`config.mk`:
```
export PLATFORM = sky130hd
export DESIGN_NAME = ps2_host_tx_flat
export DESIGN_NICKNAME = d
export VERILOG_FILES = /design/src/rtl/ps2_host_tx_if.sv /design/src/rtl/ps2_host_tx.sv /design/src/flat_wrapper.sv
export SDC_FILE = /design/constraint.sdc
export NUM_CORES = 1
export LEC_CHECK = 0
export CAP_MARGIN = 20
export CORE_MARGIN = 3
export CORE_UTILIZATION = 60
export CTS_CLUSTER_DIAMETER = 80
export DETAILED_ROUTE_END_ITERATION = 10
export PLACE_DENSITY = 0.79
export SLEW_MARGIN = 15
export SYNTH_ARGS = -nofsm -noshare
export SYNTH_HDL_FRONTEND = slang
export SYNTH_SLANG_ARGS = --single-unit
```
`constraint.sdc`:
```
create_clock -name clk -period 5.38 [get_ports clk]
set_clock_uncertainty 0.1 [all_clocks]
set_input_delay 0.807 -clock clk [delete_from_list [all_inputs] [get_ports clk]]
set_output_delay 0.807 -clock clk [all_outputs]
set_load 0.05 [all_outputs]
```
`src/rtl/ps2_host_tx_if.sv`:
```
// Command handshake between a requester and the PS/2 host transmitter.
// The requester drives the byte and the request. The transmitter returns
// its ready/busy state and the one-cycle done/error outcome pulses.
interface ps2_host_tx_if;
  logic [7:0] tx_data;
  logic       tx_valid;
  logic       tx_ready;
  logic       busy;
  logic       tx_done;
  logic       tx_error;

  // Requester side: offers a byte and observes the outcome
  modport master (
    output tx_data,
    output tx_valid,
    input  tx_ready,
    input  busy,
    input  tx_done,
    input  tx_error
  );

  // Transmitter side: accepts a byte and reports the outcome
  modport slave (
    input  tx_data,
    input  tx_valid,
    output tx_ready,
    output busy,
    output tx_done,
    output tx_error
  );
endinterface

```
`src/rtl/ps2_host_tx.sv`:
```
// PS/2 host-to-device transmitter. Sends one command byte to the keyboard.
// The host first inhibits the bus by holding CLK low. It then pulls DATA low
// as the start bit and releases CLK. The device then generates the clock.
// The host moves DATA on each falling edge of that clock: 8 data bits (LSB
// first), odd parity, then the stop bit. On the 11th falling edge the host
// samples the device's ack, then waits for both lines to return high.
// The pins are open-drain, so *_oe = 1 pulls the line low.
module ps2_host_tx #(
  parameter int INHIBIT_CYCLES = 5000,
  parameter int TIMEOUT_CYCLES = 750000
) (
  input  logic              clk,
  input  logic              reset_n,
  ps2_host_tx_if.slave      txIf,
  input  logic              ps2_clk_async,
  input  logic              ps2_data_async,
  output logic              ps2_clk_oe,
  output logic              ps2_data_oe
);

  // One counter covers both the inhibit phase and the ack timeout. It is
  // sized for the larger of the two limits.
  localparam int MaxCycles = (INHIBIT_CYCLES > TIMEOUT_CYCLES) ? INHIBIT_CYCLES : TIMEOUT_CYCLES;
  localparam int CntW      = $clog2(MaxCycles + 1);

  // The last inhibit cycle, and the cycle before it. DATA must already be
  // pulled low during the last cycle of the inhibit phase.
  localparam int InhLastInt = (INHIBIT_CYCLES >= 1) ? INHIBIT_CYCLES - 1 : 0;
  localparam int InhPreInt  = (INHIBIT_CYCLES >= 2) ? INHIBIT_CYCLES - 2 : 0;
  localparam int ToLastInt  = (TIMEOUT_CYCLES >= 1) ? TIMEOUT_CYCLES - 1 : 0;

  localparam logic [CntW-1:0] InhLast = CntW'(InhLastInt);
  localparam logic [CntW-1:0] InhPre  = CntW'(InhPreInt);
  localparam logic [CntW-1:0] ToLast  = CntW'(ToLastInt);
  localparam logic [CntW-1:0] CntMax  = '1;

  // With a one-cycle inhibit, DATA must go low on the same edge as CLK.
  localparam logic InhOneCycle = (INHIBIT_CYCLES <= 1);

  typedef enum logic [2:0] {
    StIdle,
    StInhibit,
    StReq,
    StAck,
    StWaitIdle
  } state_t;

  state_t          state_q;
  logic [CntW-1:0] cnt_q;
  logic [3:0]      bitIdx_q;
  logic [7:0]      shift_q;
  logic            parity_q;
  logic            ready_q;
  logic            done_q;
  logic            err_q;
  logic            clkOe_q;
  logic            dataOe_q;

  logic [2:0]      clkSync_q;
  logic [1:0]      dataSync_q;

  logic            clkFall;
  logic            clkSync;
  logic            dataSync;

  // Bring the raw pins into the clock domain. CLK gets a third stage so a
  // falling edge can be seen. Both reset high because idle lines float high.
  always_ff @(posedge clk or negedge reset_n) begin
    if (!reset_n) begin
      clkSync_q  <= 3'b111;
      dataSync_q <= 2'b11;
    end else begin
      clkSync_q  <= {clkSync_q[1:0], ps2_clk_async};
      dataSync_q <= {dataSync_q[0], ps2_data_async};
    end
  end

  assign clkSync  = clkSync_q[1];
  assign dataSync = dataSync_q[1];
  assign clkFall  = clkSync_q[2] & ~clkSync_q[1];

  // Transfer sequencer. All handshake outputs and pin enables are registered.
  // Done and error come from mutually exclusive branches, so they never pulse
  // together.
  always_ff @(posedge clk or negedge reset_n) begin
    if (!reset_n) begin
      state_q  <= StIdle;
      cnt_q    <= '0;
      bitIdx_q <= '0;
      shift_q  <= '0;
      parity_q <= 1'b0;
      ready_q  <= 1'b1;
      done_q   <= 1'b0;
      err_q    <= 1'b0;
      clkOe_q  <= 1'b0;
      dataOe_q <= 1'b0;
    end else begin
      done_q <= 1'b0;
      err_q  <= 1'b0;
      case (state_q)
        StIdle: begin
          clkOe_q  <= 1'b0;
          dataOe_q <= 1'b0;
          if (txIf.tx_valid && ready_q) begin
            shift_q  <= txIf.tx_data;
            parity_q <= ~^txIf.tx_data;
            ready_q  <= 1'b0;
            clkOe_q  <= 1'b1;
            dataOe_q <= InhOneCycle;
            cnt_q    <= '0;
            state_q  <= StInhibit;
          end
        end

        StInhibit: begin
          if (cnt_q == InhLast) begin
            clkOe_q  <= 1'b0;
            dataOe_q <= 1'b1;
            cnt_q    <= '0;
            bitIdx_q <= '0;
            state_q  <= StReq;
          end else begin
            cnt_q <= (cnt_q == CntMax) ? cnt_q : cnt_q + 1'b1;
            if (cnt_q == InhPre) begin
              dataOe_q <= 1'b1;
            end
          end
        end

        StReq, StAck, StWaitIdle: begin
          if (cnt_q == ToLast) begin
            err_q    <= 1'b1;
            ready_q  <= 1'b1;
            clkOe_q  <= 1'b0;
            dataOe_q <= 1'b0;
            state_q  <= StIdle;
          end else begin
            cnt_q <= (cnt_q == CntMax) ? cnt_q : cnt_q + 1'b1;
            case (state_q)
              StReq: begin
                if (clkFall) begin
                  if (bitIdx_q < 4'd8) begin
                    dataOe_q <= ~shift_q[bitIdx_q[2:0]];
                  end else if (bitIdx_q == 4'd8) begin
                    dataOe_q <= ~parity_q;
                  end else begin
                    dataOe_q <= 1'b0;
                    state_q  <= StAck;
                  end
                  bitIdx_q <= bitIdx_q + 1'b1;
                end
              end

              StAck: begin
                if (clkFall) begin
                  if (!dataSync) begin
                    state_q <= StWaitIdle;
                  end else begin
                    err_q    <= 1'b1;
                    ready_q  <= 1'b1;
                    clkOe_q  <= 1'b0;
                    dataOe_q <= 1'b0;
                    state_q  <= StIdle;
                  end
                end
              end

              default: begin
                if (clkSync && dataSync) begin
                  done_q  <= 1'b1;
                  ready_q <= 1'b1;
                  state_q <= StIdle;
                end
              end
            endcase
          end
        end

        default: begin
          ready_q  <= 1'b1;
          clkOe_q  <= 1'b0;
          dataOe_q <= 1'b0;
          state_q  <= StIdle;
        end
      endcase
    end
  end

  assign txIf.tx_ready = ready_q;
  assign txIf.busy     = ~ready_q;
  assign txIf.tx_done  = done_q;
  assign txIf.tx_error = err_q;
  assign ps2_clk_oe    = clkOe_q;
  assign ps2_data_oe   = dataOe_q;

endmodule

```
`src/flat_wrapper.sv`:
```
// flat-port wrapper written by rule: the top's interface ports become plain ports
module ps2_host_tx_flat 
#(
  parameter int INHIBIT_CYCLES = 5000,
  parameter int TIMEOUT_CYCLES = 750000
)
  (clk, reset_n, ps2_clk_async, ps2_data_async, ps2_clk_oe, ps2_data_oe, txIf_tx_data, txIf_tx_valid, txIf_tx_ready, txIf_busy, txIf_tx_done, txIf_tx_error);
  ps2_host_tx_if txIf_i ();
  input  logic clk;
  input  logic reset_n;
  input  logic ps2_clk_async;
  input  logic ps2_data_async;
  output logic ps2_clk_oe;
  output logic ps2_data_oe;
  input wire logic [$bits(txIf_i.tx_data)-1:0] txIf_tx_data;
  input wire logic [$bits(txIf_i.tx_valid)-1:0] txIf_tx_valid;
  output wire logic [$bits(txIf_i.tx_ready)-1:0] txIf_tx_ready;
  output wire logic [$bits(txIf_i.busy)-1:0] txIf_busy;
  output wire logic [$bits(txIf_i.tx_done)-1:0] txIf_tx_done;
  output wire logic [$bits(txIf_i.tx_error)-1:0] txIf_tx_error;
  assign txIf_i.tx_data = txIf_tx_data;
  assign txIf_i.tx_valid = txIf_tx_valid;
  assign txIf_tx_ready = txIf_i.tx_ready;
  assign txIf_busy = txIf_i.busy;
  assign txIf_tx_done = txIf_i.tx_done;
  assign txIf_tx_error = txIf_i.tx_error;
  ps2_host_tx #(.INHIBIT_CYCLES(INHIBIT_CYCLES), .TIMEOUT_CYCLES(TIMEOUT_CYCLES)) u_core (.clk(clk), .reset_n(reset_n), .txIf(txIf_i), .ps2_clk_async(ps2_clk_async), .ps2_data_async(ps2_data_async), .ps2_clk_oe(ps2_clk_oe), .ps2_data_oe(ps2_data_oe));
endmodule
```
# Word-level counts from Yosys, hierarchy flattened
# Index checks and enable logic that the tools add are counted.
# totals
reg_bits	46
# classes
addsub	2
bitwise	6
n_eq_ne	27
muxes	54
magnitude_cmp	2
reduce_logical	15
# op_table
operator	count
20-bit 2-to-1 mux	4
20-bit case mux with 3 select lines	1
20-bit by 13-bit == test with 1-bit output (second input constant)	2
20-bit == test (second input constant)	2
1-bit 2-to-1 mux	27
3-bit 2-to-1 mux	9
20-bit by 1-bit adder with 20-bit output (second input constant)	1
4-bit 2-to-1 mux	4
3-bit by 1-bit != test with 1-bit output (second input constant)	4
4-bit by 2-bit != test with 1-bit output (second input constant)	3
5-bit AND reduction	2
3-bit case mux with 3 select lines	1
2-bit by 1-bit != test with 1-bit output (second input constant)	4
4-bit by 1-bit != test with 1-bit output (second input constant)	2
4-bit by 3-bit != test with 1-bit output (second input constant)	2
4-bit case mux with 2 select lines	1
8-bit XNOR reduction	1
7-bit AND reduction	1
3-bit by 2-bit == test with 1-bit output (second input constant)	2
1-bit case mux with 2 select lines	3
1-bit case mux with 3 select lines	2
3-bit case mux with 2 select lines	1
6-bit AND reduction	1
5-bit by 1-bit != test with 1-bit output (second input constant)	1
20 further kinds	25

# Logic depth before layout (Yosys ltp)
# logic_depth
word_depth	8
mapped_depth	10
depth_no_buf	6

# Worst setup path before layout
# No wires, ideal clock.
# synth_timing
kind	input -> register
start	in txIf_tx_valid
end	reg u_core.cnt_q[11]
arrival_ps	2140
slack_ps	3021
required_ps	5161
path_stages	7
cell_sequence	a2111oi_2 > and2b_1 > o31ai_2 > buf_4 > buf_4 > nor4_1 > o21a_1
# synth_between
elab_chain_len	3
# synth_rtl
element	line	text
start, declared	flat_wrapper.sv:16	input wire logic [$bits(txIf_i.tx_valid)-1:0] txIf_tx_valid;
1-bit logical AND	ps2_host_tx.sv:104	if (txIf.tx_valid && ready_q) begin
2-bit by 1-bit != test with 1-bit output (no source line)	--	
3-bit AND reduction (no source line)	--	
end signal, assigned	ps2_host_tx.sv:123	cnt_q <= (cnt_q == CntMax) ? cnt_q : cnt_q + 1'b1;
end signal, assigned	ps2_host_tx.sv:138	cnt_q <= (cnt_q == CntMax) ? cnt_q : cnt_q + 1'b1;
end, declared	ps2_host_tx.sv:49	logic [CntW-1:0] cnt_q;
# No other way between the ends.
# A chain may end at the register's enable or synchronous reset.

# Worst setup path in the final report
# layout_timing
start	reg u_core.cnt_q[0]
end	reg u_core.cnt_q[10]
# layout_between
elab_chain_len	4
# layout_rtl
element	line	text
20-bit by 1-bit adder with 20-bit output or 20-bit == test (tied branches)	ps2_host_tx.sv:123, ps2_host_tx.sv:138	
20-bit 2-to-1 mux	ps2_host_tx.sv:123, ps2_host_tx.sv:138	
20-bit 2-to-1 mux, on equally long branches	ps2_host_tx.sv:131, ps2_host_tx.sv:116	
20-bit case mux with 3 select lines	ps2_host_tx.sv:100	case (state_q)
# Several ways; a longest one is shown, not always the timed one. The select of a mux whose other input is x is not followed.

==> run metrics <==
CP Capture Type flop; register bit total from synthesis 46; final hold vios 0; GRT Overall Usage 0.2404; total number of vias 2445; final setup fails 0; Initial Utilization 0.6356; Rel. slew slack 0.3186; Placed Area 3020 µm²; die area 5602 µm²; Syn Std Cell Area 2844 µm²; 1st-iter DRT viols 265; worst hold path class reg2reg; Register Area 1159 µm²; syn_area_per_cell 9.706 µm²; first-pass GRT wire length 10520 µm; gpl congestion 0.8884; CP Launch Type flop; Die H 74.85 µm; initial antenna violation count 0; Yosys top cell area share 0.3520; CP arrival 2770 ps; Hold Buf Count CTS 0; Worst-path clk slew 90 ps; synth cell count leaders dfrtp_1, a21oi_1, nand2_1, or4_1; Critical Path Fanout Max 24; largest net degree at the start of global routing 47; asr flop ratio synth 1.000; Tightest Pin Transition 1018 ps; RSZ-0062 raised after global routing no; DRC violations left 0; Row Count 24; Max-cap violations 0; Leak Pwr 1.155 nW; dominant synthesized flop cell dfrtp_1; Power Dens Cells 350.1 nW/µm²; Top-Level Pins 19; H-tree depth 2; Resized cells post-CTS 0; status finished clean; latest clock arrival within the worst-skew pair 300 ps; via-per-instance ratio 6.830; EDFF count, synth 0; top post-synthesis cells by area dfrtp_1, dfstp_2, mux2_2, a21oi_1, or4_1; Longest Clk Path Bufs 2; share of cells above drive strength 1 0.1373; Post-layout nets 321; fillers 359; sequential area share after synthesis 0.4074; routed len/inst 17.27 µm; CTS tree done; crit path kind reg2reg; worst slack, placed 2409 ps; final setup margin 2639 ps; Mapped Nets 309; Syn-to-layout area delta 10.21%; n_diodes 0; DR pass1 iterations 5; crit path time final 2741 ps; Detail Route Antenna Nets 0; CTS Root Cell clkbuf_8; Remaining Overflow, GRT 0; Worst VDD drop 0.0002416 V; post-CTS setup buffer count 0; Synth area leader dfrtp_1; cell count after synthesis 293; total power 1.097 mW; top-count cell post-synth dfrtp_1; setup TNS 0 ps; period utilization 0.5096; Sink Count 46; Die Width 74.85 µm; Max Freq 0.3648 GHz; core area 4474 µm²; synth warn 0; synth unique cells 66; max-slew violation count 0; post-DP HPWL 4264 µm; Buffers on Ports 18; area of the multi-input gates 1562 µm²; final WL 6183 µm; WP data required 5410 ps; clock buffer count from CTS 5; vias in the first global route 2199; post-route cell area 3134 µm²
==> critical path, cell delays in order (launching register included) <==
cell and delay (ps):
dfrtp_1 430, ha_1 350, and4_1 400, nand2_2 190, o31ai_4 660, buf_8 250
or4_1 140, a21oi_1 60
==> power by group <==
group / total, mW / switching [mW] / internal, mW / leakage (nW)
clock network: 0.208 / 0.118 / 0.0903 / 0.0450
logic: 0.389 / 0.213 / 0.176 / 0.518
registers: 0.500 / 0.0836 / 0.417 / 0.591
total: 1.10 / 0.414 / 0.683 / 1.15
==> final timing paths <==
path | to | cells past startpoint | from | slack [ps]
setup / recovery | u_core.cnt_q[10]$_DFFE_PN0P_ | 7 | u_core.cnt_q[0]$_DFFE_PN0P_ | 2640
min in group asynchronous | u_core.ps2_clk_oe$_DFFE_PN0P_ | 1 | reset_n | 340
setup reg to reg | u_core.cnt_q[10]$_DFFE_PN0P_ | 7 | u_core.cnt_q[0]$_DFFE_PN0P_ | 2640
max in group asynchronous | u_core.clkSync_q[0]$_DFF_PN1_ | 2 | reset_n | 4270
hold / removal | u_core.clkSync_q[1]$_DFF_PN1_ | 0 | u_core.clkSync_q[0]$_DFF_PN1_ | 260
hold reg to reg | u_core.clkSync_q[1]$_DFF_PN1_ | 0 | u_core.clkSync_q[0]$_DFF_PN1_ | 260
==> cell usage in the layout, fill, tap and decap left out, types with 4 or more instances in the layout <==
cell,instances
nand4_1,9
nand2b_1,5
xnor2_1,7
nor2_1,13
a21oi_1,21
o21ai_0,9
o31ai_1,12
mux2_2,10
a21o_1,5
inv_1,12
nand3_1,13
clkdlybuf4s50_1,17
clkbuf_8,5
and3_1,4
nand2_1,15
a211oi_1,4
a31oi_1,5
o31a_1,4
or3_1,7
or4_1,14
dfstp_2,6
dfrtp_1,40
==> registers in the layout (all words and copies together) (netlist names), 2 cells and up <==
register / count
u_core.clkSync_q: 3
u_core.bitIdx_q: 4
u_core.cnt_q: 20
u_core.shift_q: 8
u_core.dataSync_q: 2
u_core.state_q: 3
==> cell type report <==
type | count | area share
flip-flops and latches | 46 | 0.3697
inverters | 12 | 0.01437
clock inverters | 2 | 0.003194
repair buffers | 21 | 0.07066
multi-input cells | 219 | 0.4982
well taps | 52 | 0.02076
clock buffers | 6 | 0.02315
==> layer usage <==
metal | wire length, µm | global-route usage | vias up
met5 | 0 | 0 | -
met4 | 97 | 0.07510 | 0
met3 | 341 | 0.03204 | 13
met2 | 2761 | 0.3559 | 95
met1 | 2982 | 0.3640 | 1185
li1 | - | - | 1152
==> metrics by stage <==
stage	instances	utilization	hold slack (ps)
5_1_grt	358	0.7005	262.2
3_5_place_dp	348	0.6751	246.9
3_3_place_gp	347	0.6717	245.9
6_report	358	0.7005	258.8
2_1_floorplan	293	-	245.2
4_1_cts	356	0.6935	260.1
==> cell families after synthesis <==
group	share of synthesized area
multiplexers	0.06247
AND/OR/NAND/NOR	0.2288
flip-flops	0.4074
XOR/XNOR	0.02156
AO/OA/AOI/OAI	0.2200
buffers and inverters	0.04663
adder cells (fa/ha/maj)	0.01320
Note: power is estimated with default switching activity, not from simulation.
